$ cat config.mk
export PLATFORM = sky130hd
export DESIGN_NAME = hwpe_stream_fault_collector_flat
export DESIGN_NICKNAME = d
export VERILOG_FILES = /design/src/rtl/hwpe_stream_fault_collector_if.sv /design/src/rtl/hwpe_stream_fault_collector.sv /design/src/flat_wrapper.sv
export SDC_FILE = /design/constraint.sdc
export NUM_CORES = 1
export LEC_CHECK = 0
export CAP_MARGIN = 15
export CORE_UTILIZATION = 49
export CTS_BUF_LIST = sky130_fd_sc_hd__clkbuf_8
export DETAILED_ROUTE_END_ITERATION = 6
export GPL_ROUTABILITY_DRIVEN = 0
export GPL_TIMING_DRIVEN = 0
export PLACE_DENSITY = 0.72
export SLEW_MARGIN = 20
export SYNTH_ARGS = -nofsm -noshare
export SYNTH_HDL_FRONTEND = slang
export SYNTH_SLANG_ARGS = --single-unit
$ cat constraint.sdc
create_clock -name clk_i -period 6.05 [get_ports clk_i]
set_clock_uncertainty 0.05 [all_clocks]
set_input_delay 1.21 -clock clk_i [delete_from_list [all_inputs] [get_ports clk_i]]
set_output_delay 1.21 -clock clk_i [all_outputs]
set_load 0.005 [all_outputs]
$ cat src/rtl/hwpe_stream_fault_collector_if.sv
// HWPE stream handshake interface: valid/ready with byte strobes.
interface hwpe_stream_intf_stream #(
   parameter int unsigned DATA_WIDTH = 32
);
   localparam int unsigned STRB_WIDTH = DATA_WIDTH / 8;

   logic                  valid;
   logic                  ready;
   logic [DATA_WIDTH-1:0] data;
   logic [STRB_WIDTH-1:0] strb;

   modport source (output valid, output data, output strb, input ready);
   modport sink   (input valid, input data, input strb, output ready);
endinterface

$ cat src/rtl/hwpe_stream_fault_collector.sv
// Collects copy-sink fault pulses into sticky flags, a saturating counter,
// an interrupt and a timestamped record log drained over an HWPE stream.
module hwpe_stream_fault_collector #(
   parameter int unsigned NB_SOURCES = 4,
   parameter int unsigned CNT_WIDTH  = 16,
   parameter int unsigned FIFO_DEPTH = 4
) (
   input  logic                  clk_i,
   input  logic                  rst_ni,
   input  logic                  clear_i,
   input  logic                  enable_i,
   input  logic [NB_SOURCES-1:0] fault_i,
   output logic [NB_SOURCES-1:0] fault_sticky_o,
   output logic [CNT_WIDTH-1:0]  fault_count_o,
   output logic                  overflow_o,
   output logic                  irq_o,
   hwpe_stream_intf_stream.source log_o
);

   localparam int unsigned PTR_W  = $clog2(FIFO_DEPTH);
   localparam int unsigned TS_W   = 16;
   localparam int unsigned DATA_W = 32;

   typedef struct packed {
      logic [TS_W-1:0]        timestamp;
      logic [DATA_W-TS_W-1:0] mask;
   } record_t;

   logic [NB_SOURCES-1:0] fault_sticky_q;
   logic [CNT_WIDTH-1:0]  fault_count_q;
   logic                  overflow_q;
   logic [TS_W-1:0]       timestamp_q;
   logic [PTR_W:0]        wr_ptr_q;
   logic [PTR_W:0]        rd_ptr_q;
   record_t               mem_q [FIFO_DEPTH];

   logic    flush_c;
   logic    event_c;
   logic    empty_c;
   logic    full_c;
   logic    pop_c;
   logic    push_c;
   logic    drop_c;
   record_t record_c;

   // Event qualification and FIFO handshake decode; all from registers or fault_i into state only.
   always_comb begin
      flush_c  = !rst_ni || clear_i;
      event_c  = enable_i && (|fault_i) && !clear_i;
      empty_c  = (wr_ptr_q == rd_ptr_q);
      full_c   = (wr_ptr_q[PTR_W] != rd_ptr_q[PTR_W]) &&
                 (wr_ptr_q[PTR_W-1:0] == rd_ptr_q[PTR_W-1:0]);
      pop_c    = !empty_c && log_o.ready;
      push_c   = event_c && (!full_c || pop_c);
      drop_c   = event_c && full_c && !pop_c;
      record_c = '{timestamp: timestamp_q, mask: (DATA_W-TS_W)'(fault_i)};
   end

   // Free-running timestamp, restarted by reset or clear.
   always_ff @(posedge clk_i) begin
      if (flush_c) begin
         timestamp_q <= '0;
      end else begin
         timestamp_q <= timestamp_q + TS_W'(1);
      end
   end

   // Status: sticky flags, saturating counter, sticky overflow.
   always_ff @(posedge clk_i) begin
      if (flush_c) begin
         fault_sticky_q <= '0;
         fault_count_q  <= '0;
         overflow_q     <= 1'b0;
      end else begin
         if (event_c) begin
            fault_sticky_q <= fault_sticky_q | fault_i;
            if (fault_count_q != {CNT_WIDTH{1'b1}}) begin
               fault_count_q <= fault_count_q + CNT_WIDTH'(1);
            end
         end
         if (drop_c) begin
            overflow_q <= 1'b1;
         end
      end
   end

   // Log FIFO pointers carry an extra wrap bit to tell full from empty.
   always_ff @(posedge clk_i) begin
      if (flush_c) begin
         wr_ptr_q <= '0;
         rd_ptr_q <= '0;
      end else begin
         if (push_c) begin
            wr_ptr_q <= wr_ptr_q + (PTR_W+1)'(1);
         end
         if (pop_c) begin
            rd_ptr_q <= rd_ptr_q + (PTR_W+1)'(1);
         end
      end
   end

   // Storage needs no reset: the head is masked to zero whenever empty.
   always_ff @(posedge clk_i) begin
      if (!flush_c && push_c) begin
         mem_q[wr_ptr_q[PTR_W-1:0]] <= record_c;
      end
   end

   assign fault_sticky_o = fault_sticky_q;
   assign fault_count_o  = fault_count_q;
   assign overflow_o     = overflow_q;
   assign irq_o          = |fault_sticky_q;

   assign log_o.valid = !empty_c;
   assign log_o.data  = empty_c ? '0 : mem_q[rd_ptr_q[PTR_W-1:0]];
   assign log_o.strb  = empty_c ? '0 : '1;

endmodule
$ cat src/flat_wrapper.sv
// flat-port wrapper written by rule: the top's interface ports become plain ports
module hwpe_stream_fault_collector_flat 
#(
   parameter int unsigned NB_SOURCES = 4,
   parameter int unsigned CNT_WIDTH  = 16,
   parameter int unsigned FIFO_DEPTH = 4
)
  (clk_i, rst_ni, clear_i, enable_i, fault_i, fault_sticky_o, fault_count_o, overflow_o, irq_o, log_o_valid, log_o_data, log_o_strb, log_o_ready);
  hwpe_stream_intf_stream log_o_i ();
  input  logic clk_i;
  input  logic rst_ni;
  input  logic clear_i;
  input  logic enable_i;
  input  logic [NB_SOURCES-1:0] fault_i;
  output logic [NB_SOURCES-1:0] fault_sticky_o;
  output logic [CNT_WIDTH-1:0] fault_count_o;
  output logic overflow_o;
  output logic irq_o;
  output wire logic [$bits(log_o_i.valid)-1:0] log_o_valid;
  output wire logic [$bits(log_o_i.data)-1:0] log_o_data;
  output wire logic [$bits(log_o_i.strb)-1:0] log_o_strb;
  input wire logic [$bits(log_o_i.ready)-1:0] log_o_ready;
  assign log_o_valid = log_o_i.valid;
  assign log_o_data = log_o_i.data;
  assign log_o_strb = log_o_i.strb;
  assign log_o_i.ready = log_o_ready;
  hwpe_stream_fault_collector #(.NB_SOURCES(NB_SOURCES), .CNT_WIDTH(CNT_WIDTH), .FIFO_DEPTH(FIFO_DEPTH)) u_core (.clk_i(clk_i), .rst_ni(rst_ni), .clear_i(clear_i), .enable_i(enable_i), .fault_i(fault_i), .fault_sticky_o(fault_sticky_o), .fault_count_o(fault_count_o), .overflow_o(overflow_o), .irq_o(irq_o), .log_o(log_o_i));
endmodule
==> impl_results.md <==
* Hold_buf cts at 0
* Synth Register Bits at 125
* Congestion Overflow GR at 0
* RSZ-0062 raised after global routing: no
* Setup TNS at 0 ns
* Post-Syn Area per Cell at 14.09 um^2
* Vias in the first global route at 3135
* Hold Path Class: reg2reg
* CP endpoint kind: output pin
* Synth Area in Compound Gates at 0.01888
* Synth warn at 0
* Critical-path cell list: xor2_1 > or3_1 > clkbuf_1 > and2_1 > clkdlybuf4s50_1
* Ant diodes at 0
* Worst-path clk slew at 0.07 ns
* Period Utilization, post-route at 0.6214
* Post-DP HPWL at 6196 um
* CTS Buffer Depth at 2
* CP required at 4.79 ns
* Die Y-Extent at 104.7 um
* Reg2reg start: u_core.wr_ptr_q[1]
* Clock Latency Late Sink at 0.43 ns
* Area grow syn2layout at 23.62%
* R2R cell count at 4
* FP Rows at 37
* Synth Area in XOR/XNOR at 0.05252
* First-pass GRT wire length at 15360 um
* Largest net degree at the start of global routing at 21
* Post-synthesis cell count at 367
* Residual DRC at 0
* Design area at 6391 um^2
* Share of layout cells above drive strength 1 at 0.1785
* Mux contribution to synthesized area at 0.09100
* WL final at 9414 um
* FF-to-FF setup slack at 3.66 ns
* Top Ports at 68
* WS Path Type: reg2out
* Leak at 2.199 nW
* Worst vdd ir at 0.0001622 V
* Status: finished clean
* Clk sinks at 125
* Routed WL per cell at 15.66 um
* GRT Util Overall at 0.1878
* Pwr Density at 280.7 nW/um^2
* Port Buffers at 55
* Setup Fix Bufs, Post-CTS at 0
* Relative slew slack at 0.3242
* Achievable frequency at 266.0 MHz
* TritonCTS clock tree: built
* Cell area after synthesis at 5170 um^2
* Startpoint types: flop
* Critical R2R Capture: u_core.mem_q[1][6]
* Slew at the pin closest to its max-slew limit at 1.014 ns
* Number of CTS-inserted buffers at 17
* Pre-Repair DR Iteration Count at 6
* Hold_sp: u_core.fault_count_o[15]
* Die X at 104.7 um
* Hold Vio Cnt, Final at 0
* 1st-iter DRT viols at 157
* Root Buffer: clkbuf_8
* Filler cells at 812
* Vias after detailed routing at 3085
* Adder-cell share of the synthesized area at 0.01694
* Quantity of gates resized following cts at 0
* Sequential cell area fraction in the yosys report at 0.6389
* Critical path fanouts, max at 14
* Full die area at 10970 um^2
* Yosys cell types at 41
* Layout net count at 468
* Slowest cell on the critical path: clkdlybuf4s50_1
* Hold endpoint: u_core.fault_count_o[15]
* Core Footprint at 10280 um^2
* Placed Instance Area at 5932 um^2
* Vias per cell at 5.133
* CP arrival at 2.50 ns
* Worst hold stages at 2
* Final setup violation count at 0
* Largest family of logic cells by synthesized area: simple AND/OR/NAND/NOR gates
* Max-cap violations at 0
* Pins over their slew limit at 0
* DRT antenna net count at 0
* Period minus WS final at 3.760 ns
* Simple-gate portion of the synthesized area at 0.1421
* Initial antenna violation count at 0
* Slowest stage delay, CP at 0.50 ns
* H-tree depth at 4
* Starting Density at 0.5030
## cells in the final DEF (no fill, tap or decap), types with 2 or more instances in the layout
master / n
and3_1: 3
nor2_1: 42
clkbuf_1: 9
o21ai_0: 3
nand4_1: 6
xnor2_1: 17
ha_1: 7
or4_1: 2
mux4_2: 20
and3_2: 3
buf_2: 2
nor3b_1: 2
inv_1: 7
conb_1: 12
mux2i_1: 2
edfxtp_1: 80
clkbuf_8: 17
a21oi_1: 8
and2_1: 21
clkinv_2: 2
xor2_1: 14
nor4_1: 4
nor3_1: 3
a31oi_1: 2
clkinv_4: 3
dfxtp_1: 45
nand2_1: 13
buf_4: 18
and2b_1: 2
or3_1: 2
nand3_1: 15
nor4b_1: 2
clkdlybuf4s50_1: 55
clkinvlp_4: 3
bufinv_16: 5
## power by group
part | switching (mW) | total, mW | internal (mW) | leakage, nW
combinational | 0.0311 | 0.0675 | 0.0364 | 0.896
clock | 0.326 | 0.816 | 0.490 | 0.223
sequential | 0.00404 | 0.910 | 0.906 | 1.08
total | 0.361 | 1.79 | 1.43 | 2.20
## Yosys cell counts (all sizes together)
cell | instances | area [um^2]
nand3 | 15 | 75.07
nand2b | 1 | 6.260
nor3b | 2 | 15.01
edfxtp | 80 | 2402
inv | 6 | 22.52
a41o | 1 | 11.26
and2 | 21 | 131.4
mux4 | 20 | 450.4
nand4 | 7 | 58.81
nor4 | 6 | 58.80
or2 | 2 | 15.02
o21ai | 3 | 15.01
xnor2 | 17 | 148.9
nor4b | 4 | 56.30
nor3 | 3 | 15.01
or3 | 2 | 12.51
nor2 | 42 | 157.7
buf | 20 | 145.1
dfxtp | 45 | 900.9
or2b | 1 | 7.510
a31oi | 2 | 12.51
nand2 | 13 | 48.80
xor2 | 14 | 122.6
and3 | 6 | 37.54
a21oi | 8 | 40.04
and2b | 2 | 15.01
conb | 1 | 3.750
and4 | 1 | 8.760
o211a | 1 | 10.01
or4 | 2 | 15.01
mux2i | 2 | 20.02
a21o | 1 | 8.760
clkbuf | 9 | 33.78
ha | 7 | 87.58
## cells by family after synthesis
kind of cell,after synthesis
muxes,22
buffers and inverters,35
DFF,125
AOI/OAI and AO/OA,16
and+or+nand+nor,130
other,1
xor gates and xnor gates,31
adders and majority gates,7
## metrics by stage
stage	instances	hold slack, ns	setup WS (ns)	utilization	power, mW
after floorplan	378	0.4105	3.055	-	0.9644
after global placement	569	0.4243	1.986	0.5772	0.9956
after detailed placement	569	0.4287	1.969	0.5772	0.9972
after CTS	601	0.4562	2.235	0.6215	1.805
after global routing	601	0.4895	2.111	0.6219	1.848
final	601	0.4583	2.290	0.6219	1.794
## how the worst max path moves through the flow
stage	start	endpoint	slack, ns
detailed placement	fault_i[1]	u_core.mem_q[2][13]	1.97
floorplan	clear_i	u_core.mem_q[1][0]	3.06
global placement	fault_i[1]	u_core.mem_q[0][4]	1.99
global route	u_core.wr_ptr_q[0]	log_o_data[26]	2.11
finish	u_core.wr_ptr_q[0]	log_o_data[26]	2.29
CTS	u_core.wr_ptr_q[0]	log_o_data[26]	2.24
## state kept, by name, summed over array words and instances (netlist names), named ones only
name and cells:
u_core.fault_sticky_o 4, u_core.timestamp_q 16, u_core.mem_q 80, u_core.rd_ptr_q 3
u_core.overflow_o 1, u_core.wr_ptr_q 3, u_core.fault_count_o 16
## metal layers
| metal | GRT usage | vias to the layer above | wire length [um] |
|---|---|---|---|
| li1 | - | 1481 | - |
| met4 | 0.08451 | 0 | 143 |
| met1 | 0.2263 | 1526 | 4099 |
| met3 | 0.05427 | 12 | 377 |
| met2 | 0.3132 | 66 | 4793 |
| met5 | 0 | - | 0 |
## final cells by class
| type | instances | area [um^2] | area share |
|---|---|---|---|
| Buffer | 29 | 178.9 | 0.02800 |
| Clock buffer | 17 | 234.0 | 0.03661 |
| Clock inverter | 15 | 221.5 | 0.03465 |
| Inverter | 6 | 22.52 | 0.003524 |
| Multi-Input combinational cell | 218 | 1710 | 0.2676 |
| Sequential cell | 125 | 3303 | 0.5168 |
| Tap cell | 136 | 170.2 | 0.02662 |
| Timing Repair Buffer | 55 | 550.5 | 0.08614 |
## worst max-delay path, delay by kind of cell (launching register included)
kind / cells / cell delay [ns]
xor+xnor: 1 / 0.21
simple gates: 2 / 0.47
buf+inv: 2 / 0.95
flops: 1 / 0.44
Note: power is estimated with default switching activity, not from simulation.
